$ cat config.mk
export PLATFORM = sky130hd
export DESIGN_NAME = datapath_exec_ctrl
export DESIGN_NICKNAME = d
export VERILOG_FILES = /design/src/rtl/datapath_exec_ctrl.sv
export SDC_FILE = /design/constraint.sdc
export NUM_CORES = 1
export LEC_CHECK = 0
export CAP_MARGIN = 5
export CORE_ASPECT_RATIO = 1.4
export CORE_MARGIN = 2
export CORE_UTILIZATION = 54
export DETAILED_ROUTE_END_ITERATION = 7
export GPL_TIMING_DRIVEN = 0
export PLACE_DENSITY = 0.79
export SYNTH_ARGS = -nofsm -noshare
export SYNTH_HDL_FRONTEND = slang
export SYNTH_SLANG_ARGS = --single-unit
$ cat constraint.sdc
create_clock -name clk -period 2.7 [get_ports clk]
set_input_delay 0.54 -clock clk [delete_from_list [all_inputs] [get_ports clk]]
set_output_delay 0.54 -clock clk [all_outputs]
set_load 0.02 [all_outputs]
$ cat src/rtl/datapath_exec_ctrl.sv
// datapath_exec_ctrl: run/step sequencer sitting between the UART RX FIFO,
//   the pipeline enable/clear and the debug dump engine.
// Latency: a command byte is decoded and popped in the cycle it is presented.
//   All outputs except rx_read are registered.
// Backpressure: bytes are popped only when rx_valid is high. In RUN only the
//   halt byte is popped. In DUMP and CLEAR nothing is popped.
//
// Ports:
//   clk, reset       rising-edge clock; asynchronous active-high reset to IDLE
//   rx_data/rx_valid head byte of the RX FIFO and its not-empty flag
//   rx_read          combinational one-cycle pop strobe to the RX FIFO
//   eop              end-of-program flag from MEM/WB
//   dump_done        dump engine finished pulse
//   datapath_en      pipeline/PC enable
//   datapath_rst     synchronous clear for the PC and pipeline registers
//   dump_start       one-cycle dump request pulse
//   busy             high in every state except IDLE and DONE
//   timeout          sticky flag: the last run stopped on MAX_CYCLES
//   cycle_count      enabled cycles since the last CLEAR (saturating)
//   state_dbg        IDLE=0 RUN=1 STEP=2 DUMP=3 CLEAR=4 DONE=5 (BPWAIT=6)
// Optional: define EXEC_CTRL_BREAKPOINT_EN to add pc_in/bp_hit and the 'b'
//   command, which loads a one-entry PC breakpoint.

module datapath_exec_ctrl #(
  parameter int          CNT_W      = 16,
  parameter int unsigned MAX_CYCLES = 32'h0000_FFFF,
  parameter int unsigned RST_CYCLES = 4
) (
  input  logic             clk,
  input  logic             reset,
  input  logic [7:0]       rx_data,
  input  logic             rx_valid,
  output logic             rx_read,
  input  logic             eop,
  input  logic             dump_done,
  output logic             datapath_en,
  output logic             datapath_rst,
  output logic             dump_start,
  output logic             busy,
  output logic             timeout,
  output logic [CNT_W-1:0] cycle_count,
  output logic [2:0]       state_dbg
`ifdef EXEC_CTRL_BREAKPOINT_EN
  ,
  input  logic [7:0]       pc_in,
  output logic             bp_hit
`endif
);

  localparam logic [2:0] IDLE   = 3'd0;
  localparam logic [2:0] RUN    = 3'd1;
  localparam logic [2:0] STEP   = 3'd2;
  localparam logic [2:0] DUMP   = 3'd3;
  localparam logic [2:0] CLEAR  = 3'd4;
  localparam logic [2:0] DONE   = 3'd5;
`ifdef EXEC_CTRL_BREAKPOINT_EN
  localparam logic [2:0] BPWAIT = 3'd6;
  localparam logic [7:0] CMD_BP = 8'h62;
`endif

  localparam logic [7:0] CMD_RUN   = 8'h72;
  localparam logic [7:0] CMD_STEP  = 8'h73;
  localparam logic [7:0] CMD_CLEAR = 8'h63;
  localparam logic [7:0] CMD_HALT  = 8'h68;

  logic [2:0]  state;
  logic [2:0]  nextState;
  logic [31:0] runCnt;     // enabled cycles in the current run only
  logic [31:0] rstCnt;     // cycles spent in CLEAR so far
  logic        eopSeen;
  logic        readReq;
  logic        timeoutHit;
  logic        bpMatch;
  logic        bpHitSet;
  logic        bpLoad;

  // Next-cycle values for the registered outputs.
  logic        enD;
  logic        rstD;
  logic        startD;
  logic        busyD;
  logic        enterClear;
  logic        startRun;

`ifdef EXEC_CTRL_BREAKPOINT_EN
  logic [7:0]  bpAddr;
  logic        bpValid;
  assign bpMatch = bpValid && (pc_in == bpAddr);
`else
  assign bpMatch = 1'b0;
`endif

  // ---------------------------------------------------------------------
  // State register
  // ---------------------------------------------------------------------
  always_ff @(posedge clk or posedge reset) begin
    if (reset) state <= IDLE;
    else       state <= nextState;
  end

  assign state_dbg = state;

  // ---------------------------------------------------------------------
  // Next-state decode, including the combinational pop strobe
  // ---------------------------------------------------------------------
  always_comb begin
    nextState  = state;
    readReq    = 1'b0;
    timeoutHit = 1'b0;
    bpHitSet   = 1'b0;
    bpLoad     = 1'b0;
    case (state)
      IDLE: begin
        if (rx_valid) begin
          readReq = 1'b1;
          case (rx_data)
            CMD_RUN:   nextState = RUN;
            CMD_STEP:  nextState = STEP;
            CMD_CLEAR: nextState = CLEAR;
`ifdef EXEC_CTRL_BREAKPOINT_EN
            CMD_BP:    nextState = BPWAIT;
`endif
            default:   nextState = IDLE;
          endcase
        end
      end
      RUN: begin
        // eop > breakpoint > halt byte > timeout. The halt byte is only
        // popped when it actually causes the stop.
        if (eop) begin
          nextState = DUMP;
        end else if (bpMatch) begin
          nextState = DUMP;
          bpHitSet  = 1'b1;
        end else if (rx_valid && rx_data == CMD_HALT) begin
          readReq   = 1'b1;
          nextState = DUMP;
        end else if (runCnt + 32'd1 >= MAX_CYCLES) begin
          timeoutHit = 1'b1;
          nextState  = DUMP;
        end
      end
      STEP: nextState = DUMP;
      DUMP: begin
        if (dump_done) nextState = eopSeen ? DONE : IDLE;
      end
      CLEAR: begin
        if (rstCnt + 32'd1 >= RST_CYCLES) nextState = IDLE;
      end
      DONE: begin
        // Only clear leaves DONE; everything else is drained and dropped.
        if (rx_valid) begin
          readReq = 1'b1;
          if (rx_data == CMD_CLEAR) nextState = CLEAR;
        end
      end
`ifdef EXEC_CTRL_BREAKPOINT_EN
      BPWAIT: begin
        if (rx_valid) begin
          readReq   = 1'b1;
          bpLoad    = 1'b1;
          nextState = IDLE;
        end
      end
`endif
      default: nextState = IDLE;
    endcase
  end

  // Never pop while the FIFO is empty or while held in reset.
  assign rx_read = readReq && rx_valid && !reset;

  // ---------------------------------------------------------------------
  // Output decode (values the registered outputs take next cycle)
  // ---------------------------------------------------------------------
  always_comb begin
    enD        = (nextState == RUN) || (nextState == STEP);
    rstD       = (nextState == CLEAR);
    startD     = (nextState == DUMP) && (state != DUMP);
    busyD      = (nextState != IDLE) && (nextState != DONE);
    enterClear = (nextState == CLEAR) && (state != CLEAR);
    startRun   = (state == IDLE) && ((nextState == RUN) || (nextState == STEP));
  end

  // ---------------------------------------------------------------------
  // Registered outputs and datapath bookkeeping
  // ---------------------------------------------------------------------
  always_ff @(posedge clk or posedge reset) begin
    if (reset) begin
      datapath_en  <= 1'b0;
      datapath_rst <= 1'b0;
      dump_start   <= 1'b0;
      busy         <= 1'b0;
      timeout      <= 1'b0;
      cycle_count  <= '0;
      eopSeen      <= 1'b0;
      runCnt       <= '0;
      rstCnt       <= '0;
    end else begin
      datapath_en  <= enD;
      datapath_rst <= rstD;
      dump_start   <= startD;
      busy         <= busyD;

      runCnt <= (state == RUN)   ? runCnt + 32'd1 : '0;
      rstCnt <= (state == CLEAR) ? rstCnt + 32'd1 : '0;

      if (enterClear) begin
        cycle_count <= '0;
      end else if ((state == RUN || state == STEP) && cycle_count != '1) begin
        cycle_count <= cycle_count + 1'b1;
      end

      if (enterClear)                             eopSeen <= 1'b0;
      else if ((state == RUN || state == STEP) && eop) eopSeen <= 1'b1;

      if (enterClear)                             timeout <= 1'b0;
      else if (state == IDLE && nextState == RUN) timeout <= 1'b0;
      else if (timeoutHit)                        timeout <= 1'b1;
    end
  end

`ifdef EXEC_CTRL_BREAKPOINT_EN
  always_ff @(posedge clk or posedge reset) begin
    if (reset) begin
      bpAddr  <= '0;
      bpValid <= 1'b0;
      bp_hit  <= 1'b0;
    end else begin
      if (enterClear) begin
        bpValid <= 1'b0;
      end else if (bpLoad) begin
        bpAddr  <= rx_data;
        bpValid <= 1'b1;
      end
      // Sticky until the next run/step command is accepted.
      if (startRun)      bp_hit <= 1'b0;
      else if (bpHitSet) bp_hit <= 1'b1;
    end
  end
`else
  // Without breakpoints these decode terms have no consumer.
  logic unusedBp;
  assign unusedBp = bpHitSet ^ bpLoad ^ startRun;
`endif

endmodule

==> reports/summary.txt <==
f_max: 370 MHz
initial antenna violation count: 0
clock sink total: 89
hold_buf cts: 0
Mapped Nets: 621
Final Critical Period: 2.71 ns
Crit path max-delay family: simple AND/OR/NAND/NOR gates
crit path max fanout: 7
worst reg-to-reg setup slack: -0.006 ns
DRC: 0
max incr delay on CP: 0.42 ns
footprint of the multi-input gates: 3370 um^2
Avg Cell Area, Syn: 9.02 um^2
Final Hold Vio Count: 0
status: finished with violations
Clock Latency Late Sink: 0.34 ns
worst path cell trace: ha_4 > nand4_1 > nor2_4 > nand3_4 > or3_1 > a22o_1 > nor3_2 > a31o_2 > mux2_4
die width: 88.9 um
top cells by instance count after synthesis: 99 x nor2_1, 89 x dfrtp_1, 40 x nand2_1
reg2reg start: rstCnt[0]
Hold Crit Class: flip-flop to flip-flop
first-pass GRT wire length: 20900 um
nets@finish: 710
Slowest cell on crit path: dfrtp_2
Startpoint Class: flip-flop
Slew headroom: 61.2%
Clock Power Share: 27.8%
WL/cell: 17.2 um
setup TNS: -0.00552 ns
most common cell in the netlist: nor2_1
final worst-path setup slack: -0.00552 ns
CP bufs+invs: 0
share of layout cells above drive strength 1: 22.4%
peak supply drop: 0.000623 V
clock slew at reported path FFs: 0.06 ns
mean number of vias per cell: 5.98
failing checks: setup timing
cell area after synthesis: 5450 um^2
RSZ-0062 raised after global routing: yes
Clock Skew: 0.00839 ns
maximum clock path buffer count: 2
Final Non-Filler Cells: 832
ant diodes: 0
H-tree depth: 3
DRT iter0 DRCs: 245
Total GRT Usage: 24.3%
cell taking the most area after synthesis: dfrtp_1
largest net degree at the start of global routing: 41
Worst Path Arrival: 2.93 ns
Unique masters post-synth: 72
Flop pwr share: 39.1%
CP Capture Type: flip-flop
internal power: 2.85 mW
pwr dens: 621 nW/um^2
core area: 9850 um^2
RR Endpoint: busy
Placed Cells: 778
Pwr Total: 4.39 mW
CP Launch Point: rstCnt[0]
cell depth of the worst setup path: 9
sw frac: 35.1%
DRT Pass-1 Iters: 5
measured slew at the worst slew-check pin: 0.583 ns
sequential cell area: 2250 um^2
Synth Warn #: 0
GPL Wtd Cong: 0.893
placement row count: 43
Port Buffer Count: 37
sw power: 1.54 mW
ranking of synthesized cells by area: dfrtp_1 41%, nor2_1 6.8%, xnor2_1 6.1%, xor2_1 5.6%, nand3_1 3.5%
WL final: 14300 um
Starting Density: 55.3%
setup violators final: 1
Synth Flop Type: dfrtp_1
post-synthesis cell count: 604
crit path capture: busy
Final period util: 100%
max_cap viols: 0
WS Path Type: flip-flop to flip-flop
post-detail-place hpwl: 8820 um
critical path required time: 2.93 ns
# IOs: 38
Slew Limit Fails: 0
post-synthesis register bit count: 89
Post-DRT Antenna Nets: 0
CTS Root Cell: clkbuf_16
Post-synth EDFFs: 0
detailed-route via count: 4979
full die area: 10900 um^2
number of global-route vias before repair: 4618
cts bufs inserted: 9
CTS tree: yes
post-synth top area share: 40.9%
asr flop ratio synth: 100%
Fill cells: 659
P_leak: 2.83 nW
reg2reg path depth: 9
post-synthesis sequential area ratio: 40.9%
remaining global-route overflow: 0
Die H: 123 um
synth-to-layout area growth: 29.7%
Comb pwr share: 33.1%
-- how the worst min path moves through the flow --
| stage | end | start | depth (start not counted) |
|---|---|---|---|
| global placement | rstCnt[0] | rstCnt[0] | 1 |
| detailed placement | rstCnt[0] | rstCnt[0] | 1 |
| global route | runCnt[0] | runCnt[0] | 1 |
| CTS | rstCnt[0] | rstCnt[0] | 1 |
| finish | runCnt[0] | runCnt[0] | 1 |
| floorplan | rstCnt[0] | rstCnt[0] | 1 |
-- sequential cells by signal, indices dropped and copies added, names as in the netlist --
register      cells
datapath_en       1
dump_start        1
runCnt           32
datapath_rst      1
rstCnt           32
cycle_count      16
timeout           1
eopSeen           1
busy              1
state_dbg         3
-- final cells by class --
class / count / share of cell area (%)
inverter: 12 / 0.691
clock buffer: 12 / 3.77
sequential: 89 / 31.9
clock inverter: 3 / 0.354
multi-input combinational: 469 / 47.7
timing repair buffer: 83 / 10.7
buffer: 29 / 2.44
tap: 135 / 2.39
-- stage by stage --
| step | instance area, um^2 | setup WS [ns] | hold slack, ns | utilization, % |
|---|---|---|---|---|
| floorplan | 5450 | 0.0640 | 0.455 | - |
| global placement | 5990 | -0.414 | 0.474 | 60.8 |
| detailed placement | 6030 | -0.518 | 0.480 | 61.2 |
| CTS | 6420 | -0.147 | 0.488 | 65.2 |
| global route | 7060 | -0.112 | 0.539 | 71.7 |
| finish | 7060 | -0.00552 | 0.525 | 71.7 |
-- power groups by stage --
stage               Sequential, mW  Combinational [mW]  Clock (mW)
finish                        1.72                1.45        1.22
global route                  1.74                1.57        1.29
global placement              1.72                1.33           0
floorplan                     1.89               0.625           0
CTS                           1.71                1.39        1.24
detailed placement            1.72                1.37           0
-- placed cells by master (no fill, tap or decap), types with 11 or more instances in the layout --
master and instances:
nor2_1 96, clkdlybuf4s50_1 36, xor2_1 33, nand3_1 28, xnor2_1 38, or3_1 11, inv_1 11, nand4_1 21
nand2_1 40, dfrtp_2 19, buf_4 47, dfrtp_1 70, nor3_1 14, clkbuf_1 13, a21oi_1 14, o21ai_0 19
-- worst register-to-register path, stage by stage, from the launching register on --
cell     delay, ns
dfrtp_2       0.42
ha_4          0.18
nand4_1       0.20
nor2_4        0.30
nand3_4       0.14
or3_1         0.38
a22o_1        0.23
nor3_2        0.18
a31o_2        0.25
mux2_4        0.32
-- cell families (layout without fill, tap and decap cells) --
family          count (synthesis)  in the layout  synth area share, %
flops                          89             89                 40.9
mux                            11             11                 2.09
xor+xnor                       73             73                 11.7
compound gates                 66             66                 8.43
simple gates                  315            315                 32.4
fa+ha+maj                       4              4                0.919
buf+inv                        46            139                 3.56
-- layer usage --
metal	part of all wire, %	wire length [um]	track usage [%]
met2	53	7630	43.1
met3	3.9	563	4.10
met1	40	5670	28.5
met5	0	0	0
met4	3.0	432	10.3
-- what timing repair did --
item                       in CTS  in global routing
resized for setup              21                 92
pin swaps                       4                 28
setup endpoints to repair      19                 18
setup buffers                   6                 38
No activity file was read; power rests on OpenSTA's default activity.
